## src/rtl/gate_input_conditioner_if.sv

```systemverilog
// gate_input_conditioner_if
//   Bundles the raw gate inputs and their conditioned outputs.
//   master : drives the raw inputs and observes the outputs (board / testbench side)
//   slave  : the conditioner itself
//   Signals: t_raw, v_raw, c_raw (raw, asynchronous, bouncy)
//            T, V, C (debounced levels), t_rise, c_fall (one-cycle edge pulses)
//            ticket_count[15:0] (only when GATE_TICKET_CNT_EN is defined)
interface gate_input_conditioner_if;
    logic        t_raw;
    logic        v_raw;
    logic        c_raw;
    logic        T;
    logic        V;
    logic        C;
    logic        t_rise;
    logic        c_fall;
`ifdef GATE_TICKET_CNT_EN
    logic [15:0] ticket_count;
`endif

    modport master (
        output t_raw, v_raw, c_raw,
        input  T, V, C, t_rise, c_fall
`ifdef GATE_TICKET_CNT_EN
        , input ticket_count
`endif
    );

    modport slave (
        input  t_raw, v_raw, c_raw,
        output T, V, C, t_rise, c_fall
`ifdef GATE_TICKET_CNT_EN
        , output ticket_count
`endif
    );
endinterface

```

## src/rtl/gate_input_conditioner.sv

```systemverilog
// gate_input_conditioner
//   Front end of the parking-gate controller. Each of the three raw inputs
//   (ticket, validate, car) is synchronised, debounced, and presented as a
//   clean level; ticket insertion and car departure also get one-cycle pulses.
//   Ports:
//     clk  : system clock, rising edge
//     R_n  : asynchronous active-low reset
//     bus  : gate_input_conditioner_if.slave (t_raw/v_raw/c_raw in;
//            T/V/C, t_rise, c_fall, optional ticket_count out)
//   Parameters:
//     SYNC_STAGES : synchroniser depth per input (>=2)
//     DB_CYCLES   : consecutive stable synced cycles before a level changes (>=2)
//   Optional feature macro: GATE_TICKET_CNT_EN adds a saturating 16-bit count
//   of t_rise pulses on bus.ticket_count.
module gate_input_conditioner #(
    parameter int unsigned SYNC_STAGES = 2,
    parameter int unsigned DB_CYCLES   = 1_000_000
) (
    input  logic                      clk,
    input  logic                      R_n,
    gate_input_conditioner_if.slave   bus
);

    localparam int unsigned NCH   = 3;   // 0 = ticket, 1 = validate, 2 = car
    localparam int unsigned CNT_W = $clog2(DB_CYCLES);
    localparam logic [CNT_W-1:0] CNT_LAST = CNT_W'(DB_CYCLES - 1);

    typedef enum logic {
        DB_IDLE,
        DB_COUNT
    } db_state_e;

    logic [SYNC_STAGES-1:0] sync_q  [NCH];
    logic [SYNC_STAGES-1:0] sync_d  [NCH];
    db_state_e              state_q [NCH];
    db_state_e              state_d [NCH];
    logic [CNT_W-1:0]       cnt_q   [NCH];
    logic [CNT_W-1:0]       cnt_d   [NCH];
    logic [NCH-1:0]         stable_q;
    logic [NCH-1:0]         stable_d;
    logic [NCH-1:0]         raw;
    logic [NCH-1:0]         s;
    logic                   t_hist_q;
    logic                   t_hist_d;
    logic                   c_hist_q;
    logic                   c_hist_d;
    logic                   t_rise;
    logic                   c_fall;

    assign raw = {bus.c_raw, bus.v_raw, bus.t_raw};

    // Synchroniser chains: new sample enters bit 0, synced value leaves the MSB.
    always_comb begin
        for (int unsigned ch = 0; ch < NCH; ch++) begin
            sync_d[ch] = {sync_q[ch][SYNC_STAGES-2:0], raw[ch]};
            s[ch]      = sync_q[ch][SYNC_STAGES-1];
        end
    end

    // Debouncer next-state logic, one FSM per channel.
    always_comb begin
        stable_d = stable_q;
        for (int unsigned ch = 0; ch < NCH; ch++) begin
            state_d[ch] = state_q[ch];
            cnt_d[ch]   = cnt_q[ch];
            unique case (state_q[ch])
                DB_IDLE: begin
                    cnt_d[ch] = '0;
                    if (s[ch] != stable_q[ch]) begin
                        state_d[ch] = DB_COUNT;
                        cnt_d[ch]   = CNT_W'(1);
                    end
                end
                DB_COUNT: begin
                    if (s[ch] == stable_q[ch]) begin
                        // Glitch shorter than the window: drop it and restart.
                        state_d[ch] = DB_IDLE;
                        cnt_d[ch]   = '0;
                    end else if (cnt_q[ch] == CNT_LAST) begin
                        stable_d[ch] = s[ch];
                        state_d[ch]  = DB_IDLE;
                        cnt_d[ch]    = '0;
                    end else begin
                        cnt_d[ch] = cnt_q[ch] + CNT_W'(1);
                    end
                end
                default: begin
                    state_d[ch] = DB_IDLE;
                    cnt_d[ch]   = '0;
                end
            endcase
        end
    end

    // Edge history; history resets to 0 so c_fall cannot fire at reset release.
    always_comb begin
        t_hist_d = stable_q[0];
        c_hist_d = stable_q[2];
        t_rise   = stable_q[0] & ~t_hist_q;
        c_fall   = ~stable_q[2] & c_hist_q;
    end

    always_ff @(posedge clk or negedge R_n) begin
        if (!R_n) begin
            for (int unsigned ch = 0; ch < NCH; ch++) begin
                sync_q[ch]  <= '0;
                state_q[ch] <= DB_IDLE;
                cnt_q[ch]   <= '0;
            end
            stable_q <= '0;
            t_hist_q <= 1'b0;
            c_hist_q <= 1'b0;
        end else begin
            for (int unsigned ch = 0; ch < NCH; ch++) begin
                sync_q[ch]  <= sync_d[ch];
                state_q[ch] <= state_d[ch];
                cnt_q[ch]   <= cnt_d[ch];
            end
            stable_q <= stable_d;
            t_hist_q <= t_hist_d;
            c_hist_q <= c_hist_d;
        end
    end

    assign bus.T      = stable_q[0];
    assign bus.V      = stable_q[1];
    assign bus.C      = stable_q[2];
    assign bus.t_rise = t_rise;
    assign bus.c_fall = c_fall;

`ifdef GATE_TICKET_CNT_EN
    logic [15:0] ticket_cnt_q;
    logic [15:0] ticket_cnt_d;

    // Saturating count, updated in the cycle after each t_rise.
    always_comb begin
        ticket_cnt_d = ticket_cnt_q;
        if (t_rise && (ticket_cnt_q != '1)) begin
            ticket_cnt_d = ticket_cnt_q + 16'd1;
        end
    end

    always_ff @(posedge clk or negedge R_n) begin
        if (!R_n) begin
            ticket_cnt_q <= '0;
        end else begin
            ticket_cnt_q <= ticket_cnt_d;
        end
    end

    assign bus.ticket_count = ticket_cnt_q;
`endif

endmodule

```

## src/flat_wrapper.sv

```systemverilog
// flat-port wrapper written by rule: the top's interface ports become plain ports
module gate_input_conditioner_flat 
#(
    parameter int unsigned SYNC_STAGES = 2,
    parameter int unsigned DB_CYCLES   = 1_000_000
)
  (clk, R_n, bus_t_raw, bus_v_raw, bus_c_raw, bus_T, bus_V, bus_C, bus_t_rise, bus_c_fall);
  gate_input_conditioner_if bus_i ();
  input  logic clk;
  input  logic R_n;
  input wire logic [$bits(bus_i.t_raw)-1:0] bus_t_raw;
  input wire logic [$bits(bus_i.v_raw)-1:0] bus_v_raw;
  input wire logic [$bits(bus_i.c_raw)-1:0] bus_c_raw;
  output wire logic [$bits(bus_i.T)-1:0] bus_T;
  output wire logic [$bits(bus_i.V)-1:0] bus_V;
  output wire logic [$bits(bus_i.C)-1:0] bus_C;
  output wire logic [$bits(bus_i.t_rise)-1:0] bus_t_rise;
  output wire logic [$bits(bus_i.c_fall)-1:0] bus_c_fall;
  assign bus_i.t_raw = bus_t_raw;
  assign bus_i.v_raw = bus_v_raw;
  assign bus_i.c_raw = bus_c_raw;
  assign bus_T = bus_i.T;
  assign bus_V = bus_i.V;
  assign bus_C = bus_i.C;
  assign bus_t_rise = bus_i.t_rise;
  assign bus_c_fall = bus_i.c_fall;
  gate_input_conditioner #(.SYNC_STAGES(SYNC_STAGES), .DB_CYCLES(DB_CYCLES)) u_core (.clk(clk), .R_n(R_n), .bus(bus_i));
endmodule
```

## config.mk

```make
export PLATFORM = sky130hd
export DESIGN_NAME = gate_input_conditioner_flat
export DESIGN_NICKNAME = d
export VERILOG_FILES = /design/src/rtl/gate_input_conditioner_if.sv /design/src/rtl/gate_input_conditioner.sv /design/src/flat_wrapper.sv
export SDC_FILE = /design/constraint.sdc
export NUM_CORES = 1
export LEC_CHECK = 0
export CORE_MARGIN = 5
export CORE_UTILIZATION = 50
export DETAILED_ROUTE_END_ITERATION = 8
export GPL_TIMING_DRIVEN = 0
export PLACE_DENSITY = 0.67
export SYNTH_ARGS = -nofsm -noshare
export SYNTH_HDL_FRONTEND = slang
export SYNTH_SLANG_ARGS = --single-unit
```

## constraint.sdc

```tcl
create_clock -name clk -period 3.9 [get_ports clk]
set_input_delay 0.78 -clock clk [delete_from_list [all_inputs] [get_ports clk]]
set_output_delay 0.78 -clock clk [all_outputs]
set_load 0.05 [all_outputs]
```

-- Yosys cells after proc, flatten, opt, wreduce, memory -nomap -nowiden
Index checks and enable logic that the tools add are counted.
- add/subtract/negate cells: 3
- multiply operators: 0
- div/mod/pow operators: 0
- magnitude comparators: 0
- equality and inequality tests: 9
- shift-type cells: 0
- multiplexer cells: 24
- bitwise gates (word level): 10
- reduce and logical (&&, ||, !) cells: 3
- operators with widths (operator ; number):
    two-way mux 20 bit ; 6
    one-hot mux 20 bit (2 select lines) ; 3
    adder 20 x 1 -> 20 bit (second input constant) ; 3
    == test 20 bit (second input constant) ; 3
    two-way mux 1 bit ; 12
    AND reduction 3 bit ; 3
    inverter 1 bit ; 8
    one-hot mux 1 bit (2 select lines) ; 3
    == test 1 bit ; 3
    != test 1 bit ; 3
    bitwise AND 1 bit ; 2
- register bits after elaboration: 74
- bits in latches: 0
- bits in writable memories: 0
- memory bits (read-only): 0
- output and inout port bits: 5
- word-level logic and storage cells: 63
- memories kept: 0

-- Logic depth before layout (Yosys ltp)
- depth in word-level cells: 4
- gate-level depth with buffers: 7
- gate-level depth less buffers: 5

-- Least setup slack after synthesis
OpenSTA, ideal clock, no wires.
- path type: register to output
- from: register u_core.stable_q[0]
- to: output bus_t_rise
- arrival time: 1.445 ns
- required time: 3.120 ns
- path slack: 1.675 ns
- cell stages (with the launch flop): 2
- path buffers: 0
- cell sequence: dfrtp_1 > nor2b_1
- longest elaborated chain between the ends: 1
- ends and longest elaborated chain (element ; line ; source):
    start: declaration ; gate_input_conditioner.sv:39 ; logic [NCH-1:0] stable_q;
    start signal: assignment ; gate_input_conditioner.sv:119 ; stable_q <= stable_d;
    bitwise AND 1 bit ; gate_input_conditioner.sv:99 ; t_rise = stable_q[0] & ~t_hist_q;
    end: declaration ; flat_wrapper.sv:17 ; output wire logic [$bits(bus_i.t_rise)-1:0] bus_t_rise;
No other way between the ends.

-- Final worst setup path
Ends and elaborated chain as after synthesis.

==> results.cfg <==
[timing]
tightest_slew_ps = 493
tns_ps = 0
whs_ps = 353
hold_violations = 0
clock.fmax_mhz = 401
finalClockSkew_ps = 13.0
slew_headroom = 0.670
fin_crit_ps = 2500
rsz0062_at_grt = false
setup_viol = 0
final.period_utilization = 0.640
final-max-slew-violation-count = 0

[layout]
fin_util = 0.586
antenna_cells = 0
area_growth_pct = 13.7
layout-drive-gt1-share = 0.0775
nNetsFinal = 377
fillers = 581

[placed_design]
place.gp.congestion = 0.794
portBuffers = 9
dp_hpwl_um = 4120

[min_path]
hold_start = u_core.sync_d[1]$_DFF_PN0_
min_to = u_core.s[2]$_DFF_PN0_
hold_depth = 0
hp-class = register to register

[power]
vdd_drop_max_v = 0.000227
switchingPower_mw = 0.322
powerDensity_nw_per_um2 = 395
p_sw_frac = 0.205
pwr-share-seq = 0.497
leakage_nw = 1.55
clkPwrFrac = 0.474
internal_power_mw = 1.25
comb_power_share = 0.029

[global_routing]
grt_pass1_wl_um = 11100
grt_busiest_layer = met2
antenna_found_initial = 0
use_met1 = 0.212
grt_overflow = 0
grt_use_met2 = 0.247
grt_pass1_vias = 2437
met3_usage = 0.0296
grt_util_all_layers = 0.158
grt_max_degree = 40

[detailed_routing]
num_vias = 2515
wl_per_cell_um = 13.0
viasPerCell = 5.35
antenna_left = 0
routed_wl_um = 6120
drt_iter0_drc = 96
drtPass1Iterations = 4
drcViolationCount = 0

[critical_path]
r2r-end = u_core.cnt_q[10]$_DFF_PN0_
rrSetupSlack_ps = 1650
path_cells = nor2b_1, clkdlybuf4s50_1
worstSetupPathType = register to output pin
rr_startpoint = u_core.cnt_q[0]$_DFF_PN0_
cp_top_family = buffers and inverters
required_ps = 3120
critPathLaunchType = register
cp.arrival_ps = 1720
slowest_stage = clkdlybuf4s50_1
critPathMaxFanout = 5
slowest_delay_ps = 810
reg2reg_depth = 7
crit_buf_inv = 1
cp-end-kind = output pin

[logic_synthesis]
netlist.area_leader.share = 0.529
syn_area_um2 = 3500
synth_fp_nets = 356
synth-seq-area-share = 0.529
synth_seq_cells = 74
yosys_warnings = 0
synth.area.top_cells = dfrtp_1, xnor2_1, nor2_1, xor2_1, nand4_1
yosysUniqueCellTypes = 34
syn_inst = 348
synth.avg_cell_area_um2 = 10.1
yosys.area.top_type = dfrtp_1

[cts]
postCtsSetupRepairBufs = 0
insertion_delay_ps = 350
cts_resized = 0
cts.sinks = 74
path_clk_slew_ps = 70
cts_buffers = 9
clock-root-buffer = clkbuf_8
clockBufferDepth = 2
cts_tree = built
htreeDepth = 3
hold_buffers = 0

[floorplanning]
start_util = 0.516
dieArea_um2 = 8780
ioPinCount = 10
coreArea_um2 = 6790
row_count = 30
die_w_um = 93.7
die_y_um = 93.7

[flow_run]
cap_violations = 0

[status]
status = complete, no violations
-- through the flow --
step                power (mW)  area (um^2)  instances  worst slack [ps]
detailed placement       0.845         3730        454              1640
global route              1.63         3980        470              1280
finish                    1.57         3980        470              1400
global placement         0.842         3710        453              -500
floorplan                0.816         3500        348              1680
CTS                       1.59         3980        470              1370
-- metal layers --
metal	share of wire	vias to the layer above
met5	0	-
met4	0.020	0
met3	0.024	10
met2	0.46	22
met1	0.50	1205
li1	-	1278
-- worst max-delay path by stage --
| stage | start | endpoint | slack (ps) | cells after the start |
|---|---|---|---|---|
| after global placement | R_n | u_core.cnt_q[50]$_DFF_PN0_ | -500 | 1 |
| final | u_core.stable_q[0]$_DFFE_PN0P_ | bus_t_rise | 1400 | 2 |
| after global routing | u_core.stable_q[0]$_DFFE_PN0P_ | bus_t_rise | 1280 | 2 |
| after floorplan | u_core.stable_q[0]$_DFFE_PN0P_ | bus_t_rise | 1680 | 1 |
| after detailed placement | u_core.cnt_q[0]$_DFF_PN0_ | u_core.cnt_q[9]$_DFF_PN0_ | 1640 | 7 |
| after CTS | u_core.stable_q[0]$_DFFE_PN0P_ | bus_t_rise | 1370 | 2 |
-- synthesized netlist by cell type --
master and count:
and3b_1 1, or4b_1 1, nor4_1 8, nand3_1 18
mux2_1 1, o31ai_1 9, nor3_2 1, nand2_1 20
o21ai_4 1, o21ai_2 2, xnor2_1 25, nor2b_1 3
or3_1 10, xor2_1 17, a211oi_1 3, or4_4 1
dfrtp_1 74, nand4_1 18, or4_1 9, ha_1 3
and4_1 6, buf_6 1, o21ai_0 6, nor3_1 8
clkbuf_1 5, inv_1 13, buf_2 2, nor2_1 52
nor3b_1 1, mux2_2 2, and3_1 6, clkbuf_2 2
nor4b_1 4, a21oi_1 15
-- sequential cells by signal (all words and copies together) (netlist names) --
name and count:
u_core.cnt_q 60, u_core.s 3, u_core.stable_q 3, u_core.state_q 3, u_core.sync_d 3, u_core.c_hist_q 1
u_core.t_hist_q 1
-- cells by family after synthesis --
kind of cell    after synthesis  synth area share
xor+xnor                     42             0.105
mux                           3           0.00964
buf+inv                      23            0.0282
fa+ha+maj                     3            0.0107
simple gates                167             0.253
flops                        74             0.529
compound gates               36            0.0654
-- cell usage in the layout, fill, tap and decap left out, drive strengths merged --
master / netlist / final
o31ai: 9 / 9
inv: 13 / 13
or3: 10 / 10
nand2: 20 / 20
xor2: 17 / 17
nor2b: 3 / 3
mux2: 3 / 3
and3: 6 / 6
o21ai: 9 / 9
nor3b: 1 / 1
ha: 3 / 3
and3b: 1 / 1
xnor2: 25 / 25
buf: 3 / 5
nor3: 9 / 9
clkdlybuf4s50: 0 / 8
clkbuf: 7 / 19
or4: 10 / 10
and4: 6 / 6
nor2: 52 / 52
or4b: 1 / 1
nand4: 18 / 18
nor4: 8 / 8
nor4b: 4 / 4
a21oi: 15 / 15
bufinv: 0 / 3
a211oi: 3 / 3
clkinvlp: 0 / 1
nand3: 18 / 18
dfrtp: 74 / 74
-- area by class of cell --
type	instances	area (um^2)	area share
Clock inverter	4	97.6	0.0245
Buffer	10	50.0	0.0126
Sequential cell	74	1850	0.465
Timing Repair Buffer	10	108	0.0270
Multi-Input combinational cell	251	1550	0.390
Tap cell	96	120	0.0302
Clock buffer	12	155	0.0389
Inverter	13	48.8	0.0122
-- power by group through the flow --
stage	sequential, mW	clock [mW]	combinational [mW]
floorplan	0.795	0	0.0209
finish	0.781	0.745	0.0460
CTS	0.781	0.761	0.0485
global route	0.783	0.794	0.0529
detailed placement	0.797	0	0.0484
global placement	0.797	0	0.0453
Power figures use the tool's default switching activity.
